==> src/rtl/nes_joypad_emu_if.sv <==
// Controller-port bus between an NES console (host) and the joypad device.
// The host drives latch and shift clock. The device returns serial data,
// where low means "pressed" at the connector.
interface nes_joypad_emu_if;
  logic pad_latch;
  logic pad_clk;
  logic pad_data;

  modport master (output pad_latch, output pad_clk, input pad_data);
  modport slave  (input pad_latch, input pad_clk, output pad_data);
endinterface

==> src/rtl/nes_joypad_emu.sv <==
// NES controller emulation: a CD4021-style 8-bit parallel-in/serial-out
// register that answers the host joypad port. The register is loaded from
// eight debounced board pushbuttons.
// Optional feature: define JOYPAD_TURBO_EN to add turbo (auto-fire) on A and B.
module nes_joypad_emu #(
  parameter int unsigned DEBOUNCE_CYCLES = 250000,
  parameter int unsigned TURBO_TICKS     = 3
) (
  input  logic                    clk,
  input  logic                    rst,
  nes_joypad_emu_if.slave         pad,
  input  logic [7:0]              btn_in,
  input  logic                    turbo_a,
  input  logic                    turbo_b,
  output logic [7:0]              btn_state
);

  localparam int unsigned PW = (DEBOUNCE_CYCLES > 1) ? $clog2(DEBOUNCE_CYCLES) : 1;

  logic [1:0]    latch_sync_q;
  logic [1:0]    pclk_sync_q;
  logic          pclk_prev_q;
  logic [7:0]    btn_s1_q;
  logic [7:0]    btn_s2_q;
  logic [PW-1:0] presc_q;
  logic [7:0]    prev_q;
  logic [7:0]    btn_state_q;
  logic [7:0]    btn_state_d;
  logic [7:0]    btn_eff;
  logic [7:0]    sr_q;
  logic [3:0]    cnt_q;
  logic          tick;
  logic          pclk_rise;
  logic          latch_s;

  assign latch_s   = latch_sync_q[1];
  assign pclk_rise = pclk_sync_q[1] & ~pclk_prev_q;
  assign tick      = (presc_q == PW'(DEBOUNCE_CYCLES - 1));

  // Two-flop synchronizers for the asynchronous host pins and the buttons.
  // pclk_prev_q follows the synchronized clock at all times. A clock edge
  // that arrives while latch is high is therefore forgotten by the time the
  // latch is released.
  always_ff @(posedge clk) begin
    // NOTE: sequential state uses non-blocking assignments, so every flop
    // samples the values from before this edge (no simulation ordering races).
    if (rst) begin
      latch_sync_q <= '0;
      pclk_sync_q  <= '0;
      pclk_prev_q  <= 1'b0;
      btn_s1_q     <= '0;
      btn_s2_q     <= '0;
    end else begin
      latch_sync_q <= {latch_sync_q[0], pad.pad_latch};
      pclk_sync_q  <= {pclk_sync_q[0], pad.pad_clk};
      pclk_prev_q  <= pclk_sync_q[1];
      btn_s1_q     <= btn_in;
      btn_s2_q     <= btn_s1_q;
    end
  end

  // Debounce next state: on a tick, take the new sample only for bits where
  // it agrees with the previous tick's sample.
  always_comb begin
    // NOTE: default assignment first, so no path leaves btn_state_d unassigned
    // (no latch is inferred).
    btn_state_d = btn_state_q;
    if (tick) begin
      btn_state_d = (btn_s2_q & ~(btn_s2_q ^ prev_q)) |
                    (btn_state_q & (btn_s2_q ^ prev_q));
    end
  end

  // Free-running debounce prescaler with the per-tick sample history.
  always_ff @(posedge clk) begin
    if (rst) begin
      presc_q     <= '0;
      prev_q      <= '0;
      btn_state_q <= '0;
    end else begin
      presc_q     <= tick ? '0 : presc_q + PW'(1);
      btn_state_q <= btn_state_d;
      if (tick) prev_q <= btn_s2_q;
    end
  end

  assign btn_state = btn_state_q;

`ifdef JOYPAD_TURBO_EN
  localparam int unsigned TW = (TURBO_TICKS > 1) ? $clog2(TURBO_TICKS) : 1;

  logic [TW-1:0] turbo_cnt_q;
  logic          phase_q;

  // Turbo phase toggles once every TURBO_TICKS debounce ticks.
  always_ff @(posedge clk) begin
    if (rst) begin
      turbo_cnt_q <= '0;
      phase_q     <= 1'b0;
    end else if (tick) begin
      if (turbo_cnt_q == TW'(TURBO_TICKS - 1)) begin
        turbo_cnt_q <= '0;
        phase_q     <= ~phase_q;
      end else begin
        turbo_cnt_q <= turbo_cnt_q + TW'(1);
      end
    end
  end

  assign btn_eff = {btn_state_q[7:2],
                    btn_state_q[1] & (~turbo_b | phase_q),
                    btn_state_q[0] & (~turbo_a | phase_q)};
`else
  logic unused_turbo;
  assign unused_turbo = ^{turbo_a, turbo_b, TURBO_TICKS[0]};
  assign btn_eff      = btn_state_q;
`endif

  // Shift register and bit count. A high latch reloads the register on every
  // cycle, and that takes priority over a clock edge. After eight shifts,
  // zeros fill the register, so the connector reads pressed-level 0 from then on.
  always_ff @(posedge clk) begin
    if (rst) begin
      sr_q  <= 8'hFF;
      cnt_q <= '0;
    end else if (latch_s) begin
      sr_q  <= ~btn_eff;
      cnt_q <= '0;
    end else if (pclk_rise) begin
      sr_q  <= {1'b0, sr_q[7:1]};
      cnt_q <= (cnt_q == 4'd8) ? 4'd8 : cnt_q + 4'd1;
    end
  end

  assign pad.pad_data = sr_q[0];

endmodule

==> src/flat_wrapper.sv <==
// flat-port wrapper written by rule: the top's interface ports become plain ports
module nes_joypad_emu_flat 
#(
  parameter int unsigned DEBOUNCE_CYCLES = 250000,
  parameter int unsigned TURBO_TICKS     = 3
)
  (clk, rst, btn_in, turbo_a, turbo_b, btn_state, pad_pad_latch, pad_pad_clk, pad_pad_data);
  nes_joypad_emu_if pad_i ();
  input  logic clk;
  input  logic rst;
  input  logic [7:0] btn_in;
  input  logic turbo_a;
  input  logic turbo_b;
  output logic [7:0] btn_state;
  input wire logic [$bits(pad_i.pad_latch)-1:0] pad_pad_latch;
  input wire logic [$bits(pad_i.pad_clk)-1:0] pad_pad_clk;
  output wire logic [$bits(pad_i.pad_data)-1:0] pad_pad_data;
  assign pad_i.pad_latch = pad_pad_latch;
  assign pad_i.pad_clk = pad_pad_clk;
  assign pad_pad_data = pad_i.pad_data;
  nes_joypad_emu #(.DEBOUNCE_CYCLES(DEBOUNCE_CYCLES), .TURBO_TICKS(TURBO_TICKS)) u_core (.clk(clk), .rst(rst), .pad(pad_i), .btn_in(btn_in), .turbo_a(turbo_a), .turbo_b(turbo_b), .btn_state(btn_state));
endmodule
==> config.mk <==
export PLATFORM = sky130hd
export DESIGN_NAME = nes_joypad_emu_flat
export DESIGN_NICKNAME = d
export VERILOG_FILES = /design/src/rtl/nes_joypad_emu_if.sv /design/src/rtl/nes_joypad_emu.sv /design/src/flat_wrapper.sv
export SDC_FILE = /design/constraint.sdc
export NUM_CORES = 1
export LEC_CHECK = 0
export CORE_MARGIN = 8
export CORE_UTILIZATION = 40
export CTS_CLUSTER_SIZE = 24
export DETAILED_ROUTE_END_ITERATION = 12
export RECOVER_POWER = 25
export SETUP_SLACK_MARGIN = 0.3
export SYNTH_ARGS = -nofsm -noshare
export SYNTH_HDL_FRONTEND = slang
export SYNTH_SLANG_ARGS = --single-unit
==> constraint.sdc <==
create_clock -name clk -period 2.5 [get_ports clk]
set_input_delay 0.5 -clock clk [delete_from_list [all_inputs] [get_ports clk]]
set_output_delay 0.5 -clock clk [all_outputs]
set_load 0.01 [all_outputs]
==> results of run 1 <==
-- worst min-delay path by stage --
stage	startpoint	end	slack [ps]	cells after the start
after CTS	u_core.btn_s1_q[5]	u_core.btn_s2_q[5]	440	1
after global routing	u_core.btn_s1_q[5]	u_core.btn_s2_q[5]	450	1
final	u_core.btn_s1_q[2]	u_core.btn_s2_q[2]	440	1
after detailed placement	u_core.btn_s1_q[5]	u_core.btn_s2_q[5]	420	1
after floorplan	u_core.btn_s1_q[0]	u_core.btn_s2_q[0]	410	1
after global placement	u_core.latch_sync_q[0]	u_core.latch_sync_q[1]	420	1
-- cell families (layout without fill, tap and decap cells) --
family	count (synthesis)	in the layout	synth area share (%)
mux	7	7	3.22
compound gates	56	56	12.2
buf+inv	18	46	3.17
fa+ha+maj	1	1	0.511
xor+xnor	13	13	4.65
simple gates	110	110	24.7
flops	63	63	51.5
-- per-layer routing --
metal | part of all wire [%] | global-route usage (%) | vias up
met5 | 0 | 0 | -
met4 | 1.9 | 8.32 | 0
met3 | 3.6 | 2.72 | 8
met2 | 44 | 16.5 | 37
met1 | 50 | 14.9 | 841
li1 | - | - | 980
-- synthesized netlist by cell type --
master    number  area share (%)
a21oi_1       12             2.5
a31oi_1        8             2.0
and2_1         1            0.26
and4_1         3             1.1
buf_2          2            0.41
buf_6          1            0.46
clkbuf_1      12             1.8
dfxtp_1       63              52
ha_1           1            0.51
inv_1          3            0.46
mux2_2         7             3.2
nand2_1       19             2.9
nand2b_1       8             2.0
nand3_1       14             2.9
nand4_1        8             2.0
nor2_1        16             2.5
nor2b_1       22             5.6
nor4_1         3            0.77
o21ai_0       34             7.0
o21bai_2       1            0.46
o31ai_1        1            0.31
or2_2          2            0.51
or3_1          9             2.3
or4_1          2            0.61
or4b_1         2            0.82
or4b_2         1            0.41
xnor2_1        3             1.1
xor2_1        10             3.6
-- stage by stage --
stage	instances	setup slack, ps	instance area (um2)	hold WS (ps)
2_1_floorplan	268	310	2450	414
3_3_place_gp	354	272	2720	418
3_5_place_dp	354	238	2720	423
4_1_cts	371	311	2930	438
5_1_grt	371	255	2940	451
6_report	371	317	2940	437
-- power by group through the flow --
| stage | logic, mW | clock network [mW] | registers, mW |
|---|---|---|---|
| 2_1_floorplan | 0.0380 | 0 | 1.06 |
| 3_3_place_gp | 0.0598 | 0 | 1.06 |
| 3_5_place_dp | 0.0605 | 0 | 1.06 |
| 4_1_cts | 0.0606 | 0.875 | 1.04 |
| 5_1_grt | 0.0668 | 0.925 | 1.04 |
| 6_report | 0.0594 | 0.852 | 1.04 |
-- cell type report --
type                       instances  area share [%]
clock buffer                      12            4.93
multi-input combinational        187            38.1
tap                               75            3.19
clock inverter                     4            1.53
inverter                           3           0.383
timing repair buffer              27            8.80
sequential                        63            43.1
-- worst reg2reg max path, delay by kind of cell, from the launching register on --
family / cells / cell delay, ps
buffers and inverters: 1 / 160
flip-flops: 1 / 350
AO/OA/AOI/OAI: 1 / 150
AND/OR/NAND/NOR: 3 / 1430
-- what timing repair did --
action	4_1_cts	5_1_grt
endpoints found under the setup margin	13	23
pin swaps	1	2
gates resized for setup	6	5
gates cloned	1	0
hold buffers	0	0
==> qor.csv, run 1 <==
stage,metric,value,unit
logic_synthesis,Yosys warnings,0,
pwr,sequential share of power,53.2,%
logic_synthesis,#FFs+latches synth,63,
worst_setup_path,"Slowest-stage cell, CP",or4_4,
die,Ports,23,
timing,setup TNS,0,ps
logic_synthesis,Avg Inst Size Synth,9.13,um2
pwr,Max VDD drop,0.000395,V
routing,post-DR wirelength/cell,12.6,um
timing,Final period util,87.3,%
logic_synthesis,syn nets,283,
logic_synthesis,sequential-to-total area share from yosys stat,51.5,%
die,Initial Util,41.3,%
clock_network,CTS tree,done,
worst_setup_path,Worst Setup SP,u_core.presc_q[6],
clock_network,Worst-path clk slew,70,ps
global_route,largest net degree at the start of global routing,47,
worst_setup_path,crit path DAT,2430,ps
pwr,PD cells,662,mW/mm2
worst_setup_path,crit path kind,flip-flop to flip-flop,
timing,Achievable Freq,0.458,GHz
die,Die Y,94.2,um
routing,DR vias/cell,5.03,
worst_setup_path,"setup slack, reg-to-reg",320,ps
job,max-cap violations,0,
worst_setup_path,crit-path max FO,13,
logic_synthesis,Post-Syn Instances,268,
routing,DR iter-0 viols,141,
die,Die Footprint,0.00888,mm2
worst_setup_path,CP Depth,5,
worst_setup_path,Critical Path RT,2750,ps
pwr,clock share of power,43.7,%
cells_and_area,Finished Core Util,49.7,%
cells_and_area,most frequent cells in the layout,"58 x dfxtp_1, 34 x o21ai_0, 22 x nor2b_1",
timing,RSZ-0062 raised after global routing,yes,
pwr,total power,1.95,mW
pwr,sw power,0.406,mW
cells_and_area,Reg area,0.00127,mm2
worst_setup_path,Worst path max stage delay,570,ps
routing,Routed Antenna Nets,0,
global_route,grt ovf,0,
clock_network,clk_lat worst skew,330,ps
pwr,Pleak,0.978,nW
place,placer congestion estimate,0.788,
die,overall die width,94.2,um
timing,minimum clock period,2180,ps
place,HPWL Detailed,2950,um
cells_and_area,Area Overhead vs Synth,20.2,%
pwr,Int Pwr,1.54,mW
worst_setup_path,reg2reg start,u_core.presc_q[6],
cells_and_area,"most common cell after layout, fill and taps aside",dfxtp_1,
timing,Final Max Slew Viols,0,
global_route,first-pass GRT wire length,8070,um
pwr,combinational share of power,3.0,%
cells_and_area,share of cells above drive strength 1,13.5,%
die,Core Area,0.00592,mm2
hold_path,Hold Crit Class,flip-flop to flip-flop,
cells_and_area,NumNets Final,306,
routing,Post-Route WL,4670,um
pwr,Sw Ratio,20.9,%
place,IO Port Bufs,20,
cells_and_area,area occupied by multi-input gates,0.00112,mm2
clock_network,H-tree depth,3,
routing,DRC,0,
die,# rows,28,
outcome,status,"finished, final reports clean",
cells_and_area,Antenna Cells,0,
clock_network,Post-CTS Setup Bufs,0,
worst_setup_path,Setup crit start kind,flip-flop,
clock_network,CTS Buf Count,9,
global_route,Tot GR Track Use,11.6,%
worst_setup_path,Setup crit end kind,flip-flop,
timing,Slew HR,43.0,%
logic_synthesis,number of library cell types mapped by synthesis,28,
logic_synthesis,synthesized cell area,0.00245,mm2
clock_network,Sinks on Clock Net,63,
routing,via count,1866,
routing,Pre-antenna DRT Iters,4,
global_route,initial antenna violation count,0,
timing,Setup Skew,8.64,ps
worst_setup_path,crit-path leading delay family,simple AND/OR/NAND/NOR gates,
timing,Final Setup Violations,0,
cells_and_area,Fillers,542,
timing,Fin. Hold Viols,0,
timing,Slew @ Worst Pin,855,ps
clock_network,CTS root buf,clkbuf_8,
worst_setup_path,worst path buffer plus inverter count,1,
clock_network,CTS max path bufs,2,
worst_setup_path,worst reg-to-reg path cell count,5,
global_route,number of global-route vias before repair,1704,
worst_setup_path,"Cell Chain, Critical Path",or4b_4 > or4_4 > buf_8 > or3_1 > a31oi_1,
Note: power is estimated with default switching activity, not from simulation.
==> run 2: changes to the inputs <==
- REMOVE_ABC_BUFFERS: unset -> 1
==> qor.csv, run 2 (synthesized netlist as in run 1, its figures left out) <==
stage,metric,value,unit,change
global_route,first-pass GRT wire length,7950,um,was 8070 um
worst_setup_path,crit path DAT,2450,ps,was 2430 ps
global_route,grt ovf,0,,unchanged
place,IO Port Bufs,20,,unchanged
routing,Routed Antenna Nets,0,,unchanged
place,Inst Count DP,355,,was 354
timing,setup TNS,0,ps,unchanged
routing,DRC,0,,unchanged
worst_setup_path,Worst Setup SP,u_core.presc_q[9],,was u_core.presc_q[6]
worst_setup_path,crit-path max FO,7,,was 13
routing,Pre-antenna DRT Iters,4,,unchanged
timing,RSZ-0062 raised after global routing,yes,,unchanged
cells_and_area,Reg area,0.00127,mm2,about the same
routing,DR vias/cell,4.97,,was 5.03
worst_setup_path,CP Depth,5,,unchanged
worst_setup_path,Setup crit start kind,flip-flop,,unchanged
worst_setup_path,Worst path max stage delay,610,ps,was 570 ps
cells_and_area,Area Overhead vs Synth,24.7,%,was 20.2%
outcome,status,"finished, final reports clean",,unchanged
hold_path,Hold Crit Class,flip-flop to flip-flop,,unchanged
pwr,Pleak,1.04,nW,was 0.978 nW
die,Core Area,0.00592,mm2,unchanged
die,overall die width,94.2,um,unchanged
timing,minimum clock period,2210,ps,was 2180 ps
routing,top sig layer,met4,,unchanged
worst_setup_path,reg2reg start,u_core.presc_q[9],,was u_core.presc_q[6]
worst_setup_path,Critical Path RT,2740,ps,was 2750 ps
routing,post-DR wirelength/cell,12.6,um,about the same
routing,Post-Route WL,4710,um,was 4670 um
cells_and_area,Non-Filler Instances,375,,was 371
timing,Slew @ Worst Pin,1140,ps,was 855 ps
cells_and_area,share of cells above drive strength 1,14.3,%,was 13.5%
timing,Final Max Slew Viols,0,,unchanged
timing,Slew HR,24.1,%,was 43.0%
worst_setup_path,Setup crit end kind,flip-flop,,unchanged
timing,Fin. Hold Viols,0,,unchanged
hold_path,Hold Path Stages,1,,unchanged
die,Ports,23,,unchanged
clock_network,CTS max path bufs,2,,unchanged
global_route,initial antenna violation count,0,,unchanged
worst_setup_path,crit path kind,flip-flop to flip-flop,,unchanged
die,Die Y,94.2,um,unchanged
routing,M1 WL,2250,um,was 2350 um
timing,Setup Skew,9.53,ps,was 8.64 ps
clock_network,CTS Buf Count,9,,unchanged
job,max-cap violations,0,,unchanged
global_route,number of global-route vias before repair,1770,,was 1704
clock_network,CTS root buf,clkbuf_8,,unchanged
timing,Final Setup Violations,0,,unchanged
routing,DR iter-0 viols,55,,was 141
cells_and_area,most frequent cells in the layout,"58 x dfxtp_1, 34 x o21ai_0, 22 x nor2b_1",,unchanged
place,placer congestion estimate,0.793,,was 0.788
routing,metal3 WL,195,um,was 166 um
worst_setup_path,"Slowest-stage cell, CP",or4_4,,unchanged
hold_path,Hold Startpoint,u_core.btn_s1_q[0],,was u_core.btn_s1_q[2]
cells_and_area,area occupied by multi-input gates,0.00112,mm2,unchanged
clock_network,hold_buf cts,0,,unchanged
timing,Achievable Freq,0.452,GHz,was 0.458 GHz
clock_network,Sinks on Clock Net,63,,unchanged
cells_and_area,Antenna Cells,0,,unchanged
global_route,largest net degree at the start of global routing,30,,was 47
place,HPWL Detailed,2920,um,was 2950 um
clock_network,Worst-path clk slew,70,ps,about the same
worst_setup_path,crit-path leading delay family,simple AND/OR/NAND/NOR gates,,unchanged
worst_setup_path,"Cell Chain, Critical Path",or4b_4 > or4_4 > buf_12 > or3_1 > a31oi_1,,was or4b_4 > or4_4 > buf_8 > or3_1 > a31oi_1
clock_network,CTS tree,done,,unchanged
cells_and_area,NumNets Final,311,,was 306
timing,Worst Hold Slack,433,ps,was 437 ps
routing,routed wl met2,2180,um,was 2070 um
cells_and_area,"most common cell after layout, fill and taps aside",dfxtp_1,,unchanged
pwr,PD cells,668,mW/mm2,was 662 mW/mm2
routing,via count,1865,,was 1866
timing,Final period util,88.4,%,was 87.3%
global_route,Tot GR Track Use,11.2,%,was 11.6%
cells_and_area,Fillers,539,,was 542
die,# rows,28,,unchanged
worst_setup_path,worst reg-to-reg path cell count,5,,unchanged
clock_network,H-tree depth,3,,unchanged
die,Initial Util,41.3,%,unchanged
worst_setup_path,worst path buffer plus inverter count,1,,unchanged
die,Die Footprint,0.00888,mm2,unchanged
pwr,Max VDD drop,0.000496,V,was 0.000395 V
clock_network,clk_lat worst skew,330,ps,about the same
-- run 2: cell count changes in the layout (fill, tap and decap cells not counted) --
cell / delta
buf_12: +1
buf_16: +1
buf_2: -1
buf_4: +3
buf_8: -1
bufbuf_16: +1
bufinv_16: +1
clkbuf_1: +1
clkbuf_2: -1
clkinv_2: -1
dfxtp_2: -2
dfxtp_4: +2
-- run 2: worst paths after layout --
path | endpoint | slack [ps]
min | u_core.btn_s2_q[0] | 430
max reg2reg | flip-flop | 290
min reg2reg | u_core.btn_s2_q[0] | 430
max | flip-flop | 290
-- run 2: metal layers --
layer  global-route usage (%)  up-vias
li1                         -      988
met1                     13.3      844
met2                     17.8       24
met3                     3.60        9
met4                     5.55        0
met5                        0        -
-- run 2: stage by stage --
step | instance area [um2] | power (mW) | setup slack (ps) | util, %
after floorplan | 2380 | 1.08 | 189 | -
after global placement | 2730 | 1.12 | 273 | 46.1
after detailed placement | 2730 | 1.12 | 249 | 46.1
after CTS | 3050 | 2.07 | 302 | 51.5
after global routing | 3050 | 2.11 | 210 | 51.6
final | 3050 | 2.04 | 290 | 51.6
-- run 2: final cells by class --
type                    instances  share of cell area, %
flip-flops and latches         63                   41.7
well taps                      75                   3.07
inverters                       3                  0.369
clock inverters                 4                   2.30
clock buffers                  11                   4.63
multi-input cells             187                   36.7
repair buffers                 32                   11.3
-- run 2: repair_timing --
item,4_1_cts,5_1_grt
setup buffers,2,1
pin swaps,3,16
resized for setup,14,1
endpoints found under the setup margin,25,25
gates cloned,2,0
-- run 2: power breakdown --
group	leakage, nW	switching, mW	internal (mW)
Clock	0.109	0.364	0.580
Combinational	0.415	0.0258	0.0343
Sequential	0.516	0.0125	1.02
